### src/rtl/led_disp_pkg.sv
// rtl/led_disp_pkg.sv - display constants, state encoding and display-state selection
package led_disp_pkg;

    localparam logic [3:0]  CHAR_BLANK      = 4'hC;
    localparam logic [15:0] ERR_FRAME_WORD  = 16'hEEE1;
    localparam logic [15:0] ERR_PARITY_WORD = 16'hEEE2;
    localparam logic [15:0] IDLE_WORD       = 16'hCCCC;

    localparam logic [1:0] ST_IDLE   = 2'b00;
    localparam logic [1:0] ST_SHOW   = 2'b01;
    localparam logic [1:0] ST_SCROLL = 2'b10;
    localparam logic [1:0] ST_ERROR  = 2'b11;

    function automatic logic [1:0] select_state(input logic [4:0] len, input logic scroll_en);
        if (len == 5'd0) begin
            return ST_IDLE;
        end
        if ((len <= 5'd4) || !scroll_en) begin
            return ST_SHOW;
        end
        return ST_SCROLL;
    endfunction

endpackage

### src/rtl/led_word_scheduler_if.sv
// rtl/led_word_scheduler_if.sv - byte stream from the UART receiver into the scheduler
interface led_word_scheduler_if;

    logic       rx_valid;
    logic [7:0] rx_data;
    logic       rx_ferror;
    logic       rx_perror;
    logic       rx_ready;

    modport master (output rx_valid, rx_data, rx_ferror, rx_perror, input rx_ready);
    modport slave  (input rx_valid, rx_data, rx_ferror, rx_perror, output rx_ready);

endinterface

### src/rtl/nibble_msg_buffer.sv
// rtl/nibble_msg_buffer.sv - 16-nibble message store with a circular 4-nibble window
module nibble_msg_buffer
    import led_disp_pkg::*;
(
    input  logic        clk,
    input  logic        reset,
    input  logic        wr_en,
    input  logic [7:0]  wr_data,
    input  logic        clr,
    input  logic [3:0]  ptr,
    output logic [4:0]  len,
    output logic [4:0]  len_nx,
    output logic        full,
    output logic [15:0] window
);

    logic [3:0] mem    [16];
    logic [3:0] mem_nx [16];
    logic [4:0] pos;
    logic       wr_ok;

    assign full   = (len == 5'd16);
    assign wr_ok  = wr_en && !full && !clr;
    assign len_nx = clr ? 5'd0 : (wr_ok ? len + 5'd2 : len);

    always_comb begin
        mem_nx = mem;
        if (wr_ok) begin
            mem_nx[len[3:0]]        = wr_data[7:4];
            mem_nx[len[3:0] + 4'd1] = wr_data[3:0];
        end
    end

    // Window is built from the post-write contents so the registered word sees a byte in the same edge it lands.
    always_comb begin
        window = '0;
        pos    = '0;
        for (int i = 0; i < 4; i++) begin
            pos = {1'b0, ptr} + 5'(i);
            if (pos >= len_nx) begin
                pos = pos - len_nx;
            end
            window[15 - 4 * i -: 4] = (5'(i) >= len_nx) ? CHAR_BLANK : mem_nx[pos[3:0]];
        end
    end

    always_ff @(posedge clk or negedge reset) begin
        if (!reset) begin
            len <= '0;
        end else begin
            len <= len_nx;
        end
    end

    always_ff @(posedge clk) begin
        mem <= mem_nx;
    end

endmodule

### src/rtl/led_word_scheduler.sv
// rtl/led_word_scheduler.sv - sequences the 16-bit word shown on the four-digit display
module led_word_scheduler
    import led_disp_pkg::*;
#(
    parameter int SCROLL_CYCLES   = 50_000_000,
    parameter int ERR_HOLD_CYCLES = 100_000_000
) (
    input  logic                 clk,
    input  logic                 reset,
    led_word_scheduler_if.slave  rx,
    input  logic                 scroll_en,
    input  logic                 clear,
    output logic [15:0]          word,
    output logic                 overflow,
    output logic [1:0]           disp_state
);

    localparam int SC_W = $clog2(SCROLL_CYCLES);
    localparam int EH_W = $clog2(ERR_HOLD_CYCLES);
    localparam logic [SC_W-1:0] SC_LAST = SC_W'(SCROLL_CYCLES - 1);
    localparam logic [EH_W-1:0] EH_LAST = EH_W'(ERR_HOLD_CYCLES - 1);

    logic [1:0]      state, state_nx, tgt;
    logic [3:0]      ptr, ptr_nx;
    logic [SC_W-1:0] scroll_t, scroll_t_nx;
    logic [EH_W-1:0] hold_t, hold_t_nx;
    logic [15:0]     err_word, err_word_nx;
    logic [15:0]     word_nx;
    logic            overflow_nx;
    logic            rx_ready_q;
    logic [4:0]      len, len_nx;
    logic            full;
    logic [15:0]     window;
    logic            clean, bad;

    assign clean = rx.rx_valid && !rx.rx_ferror && !rx.rx_perror;
    assign bad   = rx.rx_valid && (rx.rx_ferror || rx.rx_perror);

    nibble_msg_buffer u_buf (
        .clk     (clk),
        .reset   (reset),
        .wr_en   (clean),
        .wr_data (rx.rx_data),
        .clr     (clear),
        .ptr     (ptr_nx),
        .len     (len),
        .len_nx  (len_nx),
        .full    (full),
        .window  (window)
    );

    always_comb begin
        state_nx    = state;
        ptr_nx      = ptr;
        scroll_t_nx = scroll_t;
        hold_t_nx   = hold_t;
        err_word_nx = err_word;
        overflow_nx = overflow;
        tgt         = select_state(len_nx, scroll_en);
        if (clear) begin
            state_nx    = ST_IDLE;
            ptr_nx      = '0;
            scroll_t_nx = '0;
            hold_t_nx   = '0;
            overflow_nx = 1'b0;
        end else begin
            if (clean && full) begin
                overflow_nx = 1'b1;
            end
            if (bad) begin
                state_nx    = ST_ERROR;
                hold_t_nx   = '0;
                err_word_nx = rx.rx_ferror ? ERR_FRAME_WORD : ERR_PARITY_WORD;
            end else if (state == ST_ERROR) begin
                if (hold_t == EH_LAST) begin
                    state_nx    = tgt;
                    ptr_nx      = '0;
                    scroll_t_nx = '0;
                    hold_t_nx   = '0;
                end else begin
                    hold_t_nx = hold_t + 1'b1;
                end
            end else begin
                state_nx = tgt;
                if (tgt != ST_SCROLL) begin
                    ptr_nx      = '0;
                    scroll_t_nx = '0;
                end else if (state != ST_SCROLL) begin
                    scroll_t_nx = '0;
                end else if (scroll_t == SC_LAST) begin
                    // Step modulus is the length before this cycle's append.
                    scroll_t_nx = '0;
                    ptr_nx      = (({1'b0, ptr} + 5'd1) >= len) ? 4'd0 : ptr + 4'd1;
                end else begin
                    scroll_t_nx = scroll_t + 1'b1;
                end
            end
        end
        case (state_nx)
            ST_ERROR: word_nx = err_word_nx;
            ST_IDLE:  word_nx = IDLE_WORD;
            default:  word_nx = window;
        endcase
    end

    always_ff @(posedge clk or negedge reset) begin
        if (!reset) begin
            state      <= ST_IDLE;
            ptr        <= '0;
            scroll_t   <= '0;
            hold_t     <= '0;
            err_word   <= ERR_FRAME_WORD;
            overflow   <= 1'b0;
            word       <= IDLE_WORD;
            rx_ready_q <= 1'b1;
        end else begin
            state      <= state_nx;
            ptr        <= ptr_nx;
            scroll_t   <= scroll_t_nx;
            hold_t     <= hold_t_nx;
            err_word   <= err_word_nx;
            overflow   <= overflow_nx;
            word       <= word_nx;
            rx_ready_q <= (len_nx <= 5'd14);
        end
    end

    assign rx.rx_ready = rx_ready_q;
    assign disp_state  = state;

endmodule
### src/flat_wrapper.sv
// flat-port wrapper written by rule: the top's interface ports become plain ports
module led_word_scheduler_flat import led_disp_pkg::*;
#(
    parameter int SCROLL_CYCLES   = 50_000_000,
    parameter int ERR_HOLD_CYCLES = 100_000_000
)
  (clk, reset, scroll_en, clear, word, overflow, disp_state, rx_rx_valid, rx_rx_data, rx_rx_ferror, rx_rx_perror, rx_rx_ready);
  led_word_scheduler_if rx_i ();
  input  logic clk;
  input  logic reset;
  input  logic scroll_en;
  input  logic clear;
  output logic [15:0] word;
  output logic overflow;
  output logic [1:0] disp_state;
  input wire logic [$bits(rx_i.rx_valid)-1:0] rx_rx_valid;
  input wire logic [$bits(rx_i.rx_data)-1:0] rx_rx_data;
  input wire logic [$bits(rx_i.rx_ferror)-1:0] rx_rx_ferror;
  input wire logic [$bits(rx_i.rx_perror)-1:0] rx_rx_perror;
  output wire logic [$bits(rx_i.rx_ready)-1:0] rx_rx_ready;
  assign rx_i.rx_valid = rx_rx_valid;
  assign rx_i.rx_data = rx_rx_data;
  assign rx_i.rx_ferror = rx_rx_ferror;
  assign rx_i.rx_perror = rx_rx_perror;
  assign rx_rx_ready = rx_i.rx_ready;
  led_word_scheduler #(.SCROLL_CYCLES(SCROLL_CYCLES), .ERR_HOLD_CYCLES(ERR_HOLD_CYCLES)) u_core (.clk(clk), .reset(reset), .rx(rx_i), .scroll_en(scroll_en), .clear(clear), .word(word), .overflow(overflow), .disp_state(disp_state));
endmodule
### config.mk
export PLATFORM = sky130hd
export DESIGN_NAME = led_word_scheduler_flat
export DESIGN_NICKNAME = d
export VERILOG_FILES = /design/src/rtl/led_disp_pkg.sv /design/src/rtl/led_word_scheduler_if.sv /design/src/rtl/nibble_msg_buffer.sv /design/src/rtl/led_word_scheduler.sv /design/src/flat_wrapper.sv
export SDC_FILE = /design/constraint.sdc
export NUM_CORES = 1
export LEC_CHECK = 0
export ABC_CLOCK_PERIOD_IN_PS = 6260
export CORE_MARGIN = 2
export CORE_UTILIZATION = 40
export CTS_BUF_LIST = sky130_fd_sc_hd__clkbuf_4 sky130_fd_sc_hd__clkbuf_8
export CTS_CLUSTER_DIAMETER = 150
export DETAILED_ROUTE_END_ITERATION = 10
export SYNTH_ARGS = -nofsm -noshare
export SYNTH_HDL_FRONTEND = slang
export SYNTH_SLANG_ARGS = --single-unit
export TNS_END_PERCENT = 50
### constraint.sdc
create_clock -name clk -period 6.26 [get_ports clk]
set_input_delay 0.939 -clock clk [delete_from_list [all_inputs] [get_ports clk]]
set_output_delay 0.939 -clock clk [all_outputs]
set_load 0.05 [all_outputs]
==> results of run 1 <==
==> area by class of cell <==
cell class | count | area (µm²)
fill | 2582 | 14460
clock buffer | 19 | 255.2
sequential | 162 | 3757
clock inverter | 13 | 146.4
timing repair buffer | 100 | 908.4
multi-input combinational | 939 | 6492
tap | 341 | 426.7
inverter | 74 | 277.8
==> flip-flops by register name, summed over array words and instances (netlist names) <==
signal / cells
u_core.overflow: 1
u_core.hold_t: 27
u_core.u_buf.mem: 64
u_core.disp_state: 2
u_core.rx.rx_ready: 1
u_core.u_buf.len: 5
u_core.scroll_t: 26
u_core.err_word: 16
u_core.ptr: 4
u_core.word: 16
==> layer usage <==
layer,global-route usage [%],up-vias,part of all wire [%]
met5,0,-,0
met4,11.06,0,4.6
met3,3.291,69,4.7
met2,40.45,280,48
met1,29.50,4591,43
li1,-,4565,-
==> how the worst max path moves through the flow <==
stage / end / slack, ns
final: u_core.word[1] / 0.37
after global routing: u_core.word[2] / 0.05
after CTS: u_core.word[1] / 0.38
after detailed placement: u_core.word[1] / -0.08
after global placement: u_core.word[0] / 0.03
after floorplan: u_core.word[4] / 0.38
==> through the flow <==
| stage | area [µm²] | cells |
|---|---|---|
| after floorplan | 10800 | 1228 |
| after global placement | 11860 | 1616 |
| after detailed placement | 11860 | 1616 |
| after CTS | 12260 | 1648 |
| after global routing | 12260 | 1648 |
| final | 12260 | 1648 |
==> worst register-to-register path: stages, from the launching register on <==
cell and delay (ns):
dfrtp_1 0.41, ha_1 0.23, nor2b_1 0.15, or2_2 0.28, ha_1 0.29, a21o_1 0.18, a31oi_1 0.12, o21ai_0 0.18
o31ai_1 0.40, a221o_2 0.28, nand2_4 0.08, ha_1 0.25, or3_1 0.38, and2_2 0.22, ha_1 0.28, a21o_1 0.16
a21o_2 0.22, a21oi_4 0.21, nor2_1 0.09, a21oi_2 0.17, buf_12 0.16, mux4_2 0.49, mux2i_1 0.17, nand2_1 0.08
a32o_1 0.24
==> power by group <==
group	switching (µW)	total (µW)	leakage (µW)	internal, µW
combinational	322	539	0.00310	217
sequential	14.2	1100	0.00182	1090
clock	433	811	0.000208	378
total	769	2450	0.00513	1680
==> cells by family (layout without fill, tap and decap cells) <==
logic type | count (synthesis) | after routing | synth area share [%]
AOI/OAI and AO/OA | 333 | 333 | 20.16
xor gates and xnor gates | 43 | 43 | 3.488
adders and majority gates | 36 | 36 | 4.450
buffers and inverters | 127 | 206 | 5.226
DFF | 162 | 162 | 34.80
muxes | 93 | 93 | 12.92
and+or+nand+nor | 434 | 434 | 18.96
==> cell usage in the layout, fill, tap and decap left out, types with 32 or more instances in the layout <==
cell,synthesis,layout
a21oi_1,71,71
buf_4,3,61
clkdlybuf4s50_1,0,33
dfrtp_1,79,79
dfxtp_1,64,64
ha_1,32,32
inv_1,71,71
mux2i_1,43,41
nand2_1,147,147
nand3_1,36,36
nor2_1,127,127
o21ai_0,98,98
==> results.yml, run 1 <==
place:
  numPortBuffers: 34
  dp_hpwl_mm: 24.79
  gp_congestion: 0.9813
  place_ws_ns: -0.07712
route:
  drt_iter0_markers: 747
  totalWireLength_mm: 32.63
  vias: 9505
  via_per_inst: 5.768
  first_pass_iters: 5
  wl_per_cell_um: 19.80
  post-route-drc-count: 0
  antenna_left: 0
synth:
  syn_nets: 1279
  synth.most_common_cell: "nand2_1"
  synth_area_leader_cell: "dfrtp_1"
  async_flop_share_pct: 60.49
  synth-seq-cells: 162
  syn_area_per_cell_um2: 8.793
  synth_area_mm2: 0.01080
  syn_inst: 1228
  yosysUniqueCellTypes: 83
  synth_area_leaders: "dfrtp_1, dfxtp_1, mux4_2, nand2_1, dfstp_2"
  synth_commonest_cells: "nand2_1, nor2_1, o21ai_0"
  ys_seq_area_share_pct: 34.80
  synth_flop_cell: "dfrtp_1"
  synth_enable_flop_cells: 0
  yosysTopAreaCellShare_pct: 18.31
  ys_warn_count: 0
critical_path:
  r2r_end: "u_core.word[1]"
  worst-path-stages: 22
  critPathBufInv: 2
  worstSetupStartpoint: "rx_rx_ferror"
  cp.arrival_ns: 6.26
  cp-start-kind: "input port"
  crit_top_cell: "ha_1"
  max_stage_delay_ns: 0.55
  worstSetupPathType: "input port to register"
  crit_fanout: 9
  cpMaxStageDelayCell: "clkdlybuf4s50_1"
  cp_cell_sequence: "clkdlybuf4s50_1 > or3b_4 > a211oi_1 > o221ai_2 > a31oi_4 > nand3_1 > a21o_1 > ha_1 > and2_1 > a21boi_0 > a311oi_1 > xnor2_1 > ha_1 > a21o_2 > a21oi_4 > nor2_1 > a21oi_2 > buf_12 > mux4_2 > mux2i_1 > nand2_1 > a32o_1"
  critical_path_required_ns: 6.63
  worstRegToRegCells: 24
  rrSetupSlack_ns: 0.46
  cpLargestDelayFamily: "compound AO/OA/AOI/OAI gates"
  endpoint_kind: "register"
  regToRegStartpoint: "u_core.ptr[0]"
power:
  leakage_uw: 0.005130
  p_per_area_mw_per_mm2: 199.8
  p_total_uw: 2450
  vdd_drop_max_mv: 0.2034
floorplanning:
  die_height_um: 168.3
  initial_utilization_pct: 40.40
  die_w_um: 168.3
  die-area_mm2: 0.02832
  pin_count: 35
  core-area_mm2: 0.02673
  rows: 60
timing:
  clock.fmax_ghz: 0.1697
  finalHoldViolations: 0
  post-route-period-util_pct: 94.12
  grt_setup_unrepaired: "false"
  skew_ns: 0.01509
  worstMarginPinSlew_ns: 1.024
  holdWs_ns: 0.3815
  finalWorstSetupSlack_ns: 0.3680
  setup_viol: 0
  drv_slew: 0
  slew_headroom_pct: 31.02
  post-route-min-period_ns: 5.892
  fin_setup_tns_ns: 0
clock_tree:
  numCtsBuffers: 17
  post_cts_buffers: 0
  post_cts_resized: 0
  cts_tree: "built"
  cts_hold_buffers: 0
  path_clk_slew_ns: 0.09
  htreeDepth: 4
  cts-root-buf: "clkbuf_8"
  cts_max_path_buffers: 2
  clk_latency_ns: 0.49
  clkSinkCount: 162
layout:
  final_core_util_pct: 45.89
  layout.nets: 1345
  n_antenna_cell: 0
  drive_above_1_share_pct: 15.30
  area_growth_syn_to_layout_pct: 13.58
run:
  maxCapViolations: 0
grt:
  grt-ovfl-total: 0
  antenna_found_initial: 0
  grt_usage_pct: 23.63
  grt_pass1_vias: 9354
  grt_max_degree: 71
  grt_pass1_wl_mm: 51.99
hold_path:
  hold_path_class: "input port to asynchronous set/reset pin"
status:
  status: "finished clean"
No activity file was read; power rests on OpenSTA's default activity.
==> run 2: changes to the inputs <==
ABC_CLOCK_PERIOD_IN_PS = 5800   (was 6260)
CTS_CLUSTER_SIZE = 16   (was default)
clock period = 5.8 ns   (was 6.26 ns; I/O delays follow)
==> run 2 against run 1 <==
Against the previous run: first-iteration DRC count up 22%; die area unchanged; total power increased by 14%; final cell count rose by 4.7%; core utilization is 3.1 points higher; via count rose by 3.8%; sequential power up 8%; clock skew rose by 0.0010 ns; critical path type unchanged; largest cell class unchanged; highest routed layer unchanged.
==> results.yml, run 2 (same netlist as run 1, synthesis figures left out) <==
route:
  via_per_inst: 5.721
  vias: 9868
  post-route-drc-count: 0
  first_pass_iters: 5
  drt_iter0_markers: 913
  totalWireLength_mm: 34.22
  antenna_left: 0
  wl_per_cell_um: 19.84
critical_path:
  critical_path_required_ns: 6.22
  crit_fanout: 11
  critPathBufInv: 5
  cpLargestDelayFamily: "compound AO/OA/AOI/OAI gates"
  cpMaxStageDelayCell: "clkdlybuf4s50_1"
  cp-start-kind: "input port"
  crit_top_cell: "mux2i_1"
  worstSetupPathType: "input port to register"
  endpoint_kind: "register"
  regToRegStartpoint: "u_core.ptr[0]"
  rrSetupSlack_ns: 0.24
  cp_cell_sequence: "clkdlybuf4s50_1 > or3b_4 > nor4_2 > mux2_2 > inv_2 > a31oi_4 > a2bb2oi_1 > a21o_1 > buf_4 > inv_1 > ha_1 > a311oi_2 > xnor2_1 > ha_1 > a21o_2 > a21oi_4 > a31o_1 > buf_4 > mux2i_1 > mux2i_1 > mux2i_1 > a21oi_1 > o2bb2ai_1"
  r2r_end: "u_core.word[2]"
  cp.arrival_ns: 6.02
  worstRegToRegCells: 24
  max_stage_delay_ns: 0.53
power:
  leakage_uw: 0.005616
  vdd_drop_max_mv: 0.1584
  p_total_uw: 2786
  p_per_area_mw_per_mm2: 212.8
run:
  maxCapViolations: 0
place:
  dp.cells: 1682
  gp_congestion: 0.9878
  place_ws_ns: -0.4064
  numPortBuffers: 34
  dp_hpwl_mm: 25.73
layout:
  fill_cells: 2536
  area_growth_syn_to_layout_pct: 21.25
  largest_registers: "u_core.u_buf.mem (64), u_core.hold_t (27), u_core.scroll_t (26)"
  finalNonFillerCells: 1725
  final_common_cell: "nand2_1"
  n_antenna_cell: 0
  drive_above_1_share_pct: 20.88
  regMostFlops: "u_core.u_buf.mem"
  mostFrequentLayoutCells: "nand2_1, buf_4, nor2_1"
  layout.nets: 1422
  largest_reg_flops: 64
timing:
  post-route-min-period_ns: 5.598
  post-route-period-util_pct: 96.51
  finalWorstSetupSlack_ns: 0.2025
  drv_slew: 0
  setup_viol: 0
  clock.fmax_ghz: 0.1787
  finalHoldViolations: 0
  slew_headroom_pct: 32.48
  worstMarginPinSlew_ns: 1.002
  holdWs_ns: 0.4405
  skew_ns: 0.01611
clock_tree:
  path_clk_slew_ns: 0.10
  clkSinkCount: 162
  htreeDepth: 4
  cts_tree: "built"
  clk_latency_ns: 0.48
  cts_hold_buffers: 0
  cts-root-buf: "clkbuf_8"
  numCtsBuffers: 17
  cts_max_path_buffers: 2
grt:
  grt_pass1_vias: 9411
  grt_max_degree: 56
  grt_usage_pct: 23.97
  grt-ovfl-total: 0
  grt_pass1_wl_mm: 52.67
  antenna_found_initial: 0
status:
  status: "finished clean"
floorplanning:
  die_w_um: 168.3
  initial_utilization_pct: 40.40
  die_height_um: 168.3
  rows: 60
  die-area_mm2: 0.02832
  core-area_mm2: 0.02673
  pin_count: 35
hold_path:
  hold_path_class: "input port to asynchronous set/reset pin"
run 2: layout make-up:
type | count | area [µm²] | area share (%)
clock inverters | 14 | 201.4 | 1.539
well taps | 341 | 426.7 | 3.259
flip-flops and latches | 162 | 3757 | 28.70
inverters | 74 | 277.8 | 2.122
clock buffers | 18 | 241.5 | 1.844
multi-input cells | 939 | 6569 | 50.17
repair buffers | 177 | 1619 | 12.37
run 2: where the power goes:
group | leakage (µW) | switching, µW | internal [µW] | total (µW)
sequential | 0.00182 | 16.7 | 1170 | 1190
clock | 0.000220 | 466 | 482 | 948
combinational | 0.00358 | 371 | 278 | 649
total | 0.00562 | 854 | 1930 | 2790
run 2: metal layers:
metal	track usage (%)	share of wire, %	wire length (µm)
met5	0	0	0
met1	29.89	41	14200
met4	8.433	3.1	1053
met3	3.526	5.6	1922
met2	42.28	50	17050
run 2: how the worst max path moves through the flow:
stage / startpoint / endpoint / slack (ns) / cells after the start
floorplan: u_core.ptr[0] / u_core.word[1] / 0.06 / 23
global placement: rx_rx_ferror / u_core.word[0] / -0.30 / 23
detailed placement: rx_rx_ferror / u_core.word[11] / -0.41 / 27
CTS: u_core.ptr[1] / u_core.word[1] / 0.05 / 24
global route: rx_rx_valid / u_core.word[8] / -0.02 / 29
finish: rx_rx_valid / u_core.word[2] / 0.20 / 23
run 2: worst reg2reg max path: cells and delay by family (launching register included):
family,cells,cell delay [ns]
AO/OA/AOI/OAI,11,2.23
multiplexers,3,0.55
AND/OR/NAND/NOR,5,1.07
adder cells (fa/ha/maj),4,0.97
flip-flops,1,0.41
buffers and inverters,1,0.28
run 2: stage by stage:
stage               cell area [µm²]  util (%)  setup TNS, ns
floorplan                     10800         -              0
global placement              12420     46.49         -3.883
detailed placement            12420     46.49         -4.958
CTS                           12870     48.15              0
global route                  13090     48.99       -0.05088
finish                        13090     48.99              0
run 2: repair_timing:
item	CTS	global route
resized for setup	0	18
buffers inserted	0	8
endpoints found under the setup margin	0	13
==> run 3: changes to the inputs <==
CAP_MARGIN = 20   (was default)
CELL_PAD_IN_SITES_DETAIL_PLACEMENT = 0   (was default)
CELL_PAD_IN_SITES_GLOBAL_PLACEMENT = 1   (was default)
PLACE_DENSITY_LB_ADDON = 0.1   (was default)
==> run 3 against run 2 <==
Against the previous run: setup slack barely moved; clock power fell by 11%; clock skew rose by 0.0029 ns; sequential power barely moved.
==> results.yml, run 3 (same netlist as run 1, synthesis figures left out) <==
clock_tree:
  clkSinkCount: 162
  cts_tree: "built"
  path_clk_slew_ns: 0.11
  htreeDepth: 4
  numCtsBuffers: 17
  cts_hold_buffers: 0
  cts-root-buf: "clkbuf_8"
  clk_latency_ns: 0.47
  cts_max_path_buffers: 2
floorplanning:
  die_w_um: 168.3
  die-area_mm2: 0.02832
  pin_count: 35
  rows: 60
  die_height_um: 168.3
  initial_utilization_pct: 40.40
  core-area_mm2: 0.02673
layout:
  drive_above_1_share_pct: 21.04
  final_common_cell: "nand2_1"
  n_antenna_cell: 0
  design_area_mm2: 0.01305
  fill_cells: 2596
  layout.nets: 1421
  largest_reg_flops: 64
  regMostFlops: "u_core.u_buf.mem"
  largest_registers: "u_core.u_buf.mem (64), u_core.hold_t (27), u_core.scroll_t (26)"
  final_core_util_pct: 48.83
  mostFrequentLayoutCells: "nand2_1, nor2_1, buf_4"
  area_growth_syn_to_layout_pct: 20.87
timing:
  clock.fmax_ghz: 0.1787
  grt_setup_unrepaired: "true"
  setup_viol: 0
  slew_headroom_pct: 28.75
  drv_slew: 0
  fin_setup_tns_ns: 0
  finalWorstSetupSlack_ns: 0.2027
  worstMarginPinSlew_ns: 1.058
  skew_ns: 0.01901
  post-route-period-util_pct: 96.51
  post-route-min-period_ns: 5.597
  finalHoldViolations: 0
power:
  swShare_pct: 32.47
  leakage_uw: 0.005576
  pwr-share-seq_pct: 44.3
  p_per_area_mw_per_mm2: 205.5
  clkPwrFrac_pct: 31.5
  combPwrFrac_pct: 24.2
  p_switching_uw: 871.0
  p_int_uw: 1811
  vdd_drop_max_mv: 0.1528
critical_path:
  crit_fanout: 5
  critical_path_required_ns: 6.19
  cp-start-kind: "input port"
  cp.arrival_ns: 5.99
  worstSetupPathType: "input port to register"
  endpoint_kind: "register"
place:
  numPortBuffers: 34
  dp_hpwl_mm: 27.29
  gp_congestion: 0.9550
  place_ws_ns: -0.4412
  postPlaceCellArea_mm2: 0.01254
grt:
  grt_max_degree: 53
  met3_usage_pct: 2.750
  gr-usage-met2_pct: 43.39
  grt_pass1_vias: 9543
  grt_pass1_wl_mm: 55.58
  antenna_found_initial: 0
  busiest_layer: "met2"
  grtUsageMet1_pct: 32.21
  grt_usage_pct: 25.46
  grt-ovfl-total: 0
route:
  first_pass_iters: 5
  post-route-drc-count: 0
  drt_iter0_markers: 657
  totalWireLength_mm: 35.58
  vias: 9731
  antenna_left: 0
  via_per_inst: 5.644
  wl_per_cell_um: 20.64
status:
  status: "finished clean"
run:
  maxCapViolations: 0
hold_path:
  hold_path_class: "input port to asynchronous set/reset pin"
[run 3: cell count changes in the layout (fill, tap and decap cells not counted), moves of 2 or more]
cell       previous run  this run
bufinv_16             4         1
clkinv_4              1         4
clkbuf_16             3         1
buf_4               129       125
inv_6                 4         2
buf_12               12        17
nor3_2                0         2
nor3_1               13        11
[run 3: final cells by class]
type / count / area [µm²] / share of cell area (%)
clock buffer: 19 / 249.0 / 1.908
clock inverter: 13 / 128.9 / 0.9874
inverter: 74 / 277.8 / 2.128
multi-input combinational: 939 / 6573 / 50.36
sequential: 162 / 3757 / 28.79
tap: 341 / 426.7 / 3.269
timing repair buffer: 176 / 1639 / 12.56
[run 3: metal layers]
layer / share of wire (%) / vias up
met1: 44 / 4716
met4: 5.0 / 0
met3: 3.2 / 72
met5: 0 / -
li1: - / 4716
met2: 48 / 227
[run 3: what timing repair did]
item | in CTS | in global routing
endpoints found under the setup margin | 0 | 12
gates resized for setup | 0 | 21
buffers inserted | 0 | 4
hold endpoints to repair | 0 | 0
[run 3: metrics by stage]
step	hold slack (ns)	std cells	power, µW
after CTS	0.4645	1719	2691
after global placement	0.4262	1687	1840
after detailed placement	0.4553	1687	1842
after global routing	0.4780	1724	2798
after floorplan	0.4375	1228	1579
final	0.4455	1724	2682
[run 3: worst paths after layout]
| check | startpoint | to | slack [ns] | depth (start not counted) |
|---|---|---|---|---|
| worst max-delay path | rx_rx_perror | u_core.word[2] | 0.20 | 25 |
| worst min-delay path | reset | u_core.scroll_t[13] | 0.45 | 1 |
| worst max register to register | u_core.ptr[1] | u_core.word[2] | 0.29 | 26 |
| worst min register to register | u_core.u_buf.mem[38] | u_core.u_buf.mem[38] | 0.47 | 2 |
| max in group asynchronous | reset | u_core.err_word[8] | 4.24 | 2 |
| min in group clk | u_core.u_buf.mem[38] | u_core.u_buf.mem[38] | 0.47 | 2 |
[run 3: power groups by stage]
stage	logic, µW	registers [µW]	clock network (µW)
after global placement	630	1210	0
final	650	1190	845
after CTS	633	1190	869
after floorplan	332	1250	0
after detailed placement	630	1210	0
after global routing	697	1190	908
[run 3: critical path, stage by stage]
cell and delay [ns]:
clkdlybuf4s50_1 0.48, or3b_4 0.46, nor4_2 0.16, mux2_2 0.39, inv_2 0.12, a31oi_4 0.12
a2bb2oi_2 0.20, nor2_1 0.11, ha_1 0.18, and2_1 0.14, a21boi_0 0.12, a311oi_1 0.28
xnor2_1 0.16, ha_1 0.33, a21o_2 0.14, a21oi_4 0.07, buf_4 0.14, buf_4 0.14
a21oi_4 0.23, buf_12 0.16, mux4_1 0.56, nor3_2 0.12, or3_1 0.12, a21oi_1 0.04
o2bb2ai_1 0.16
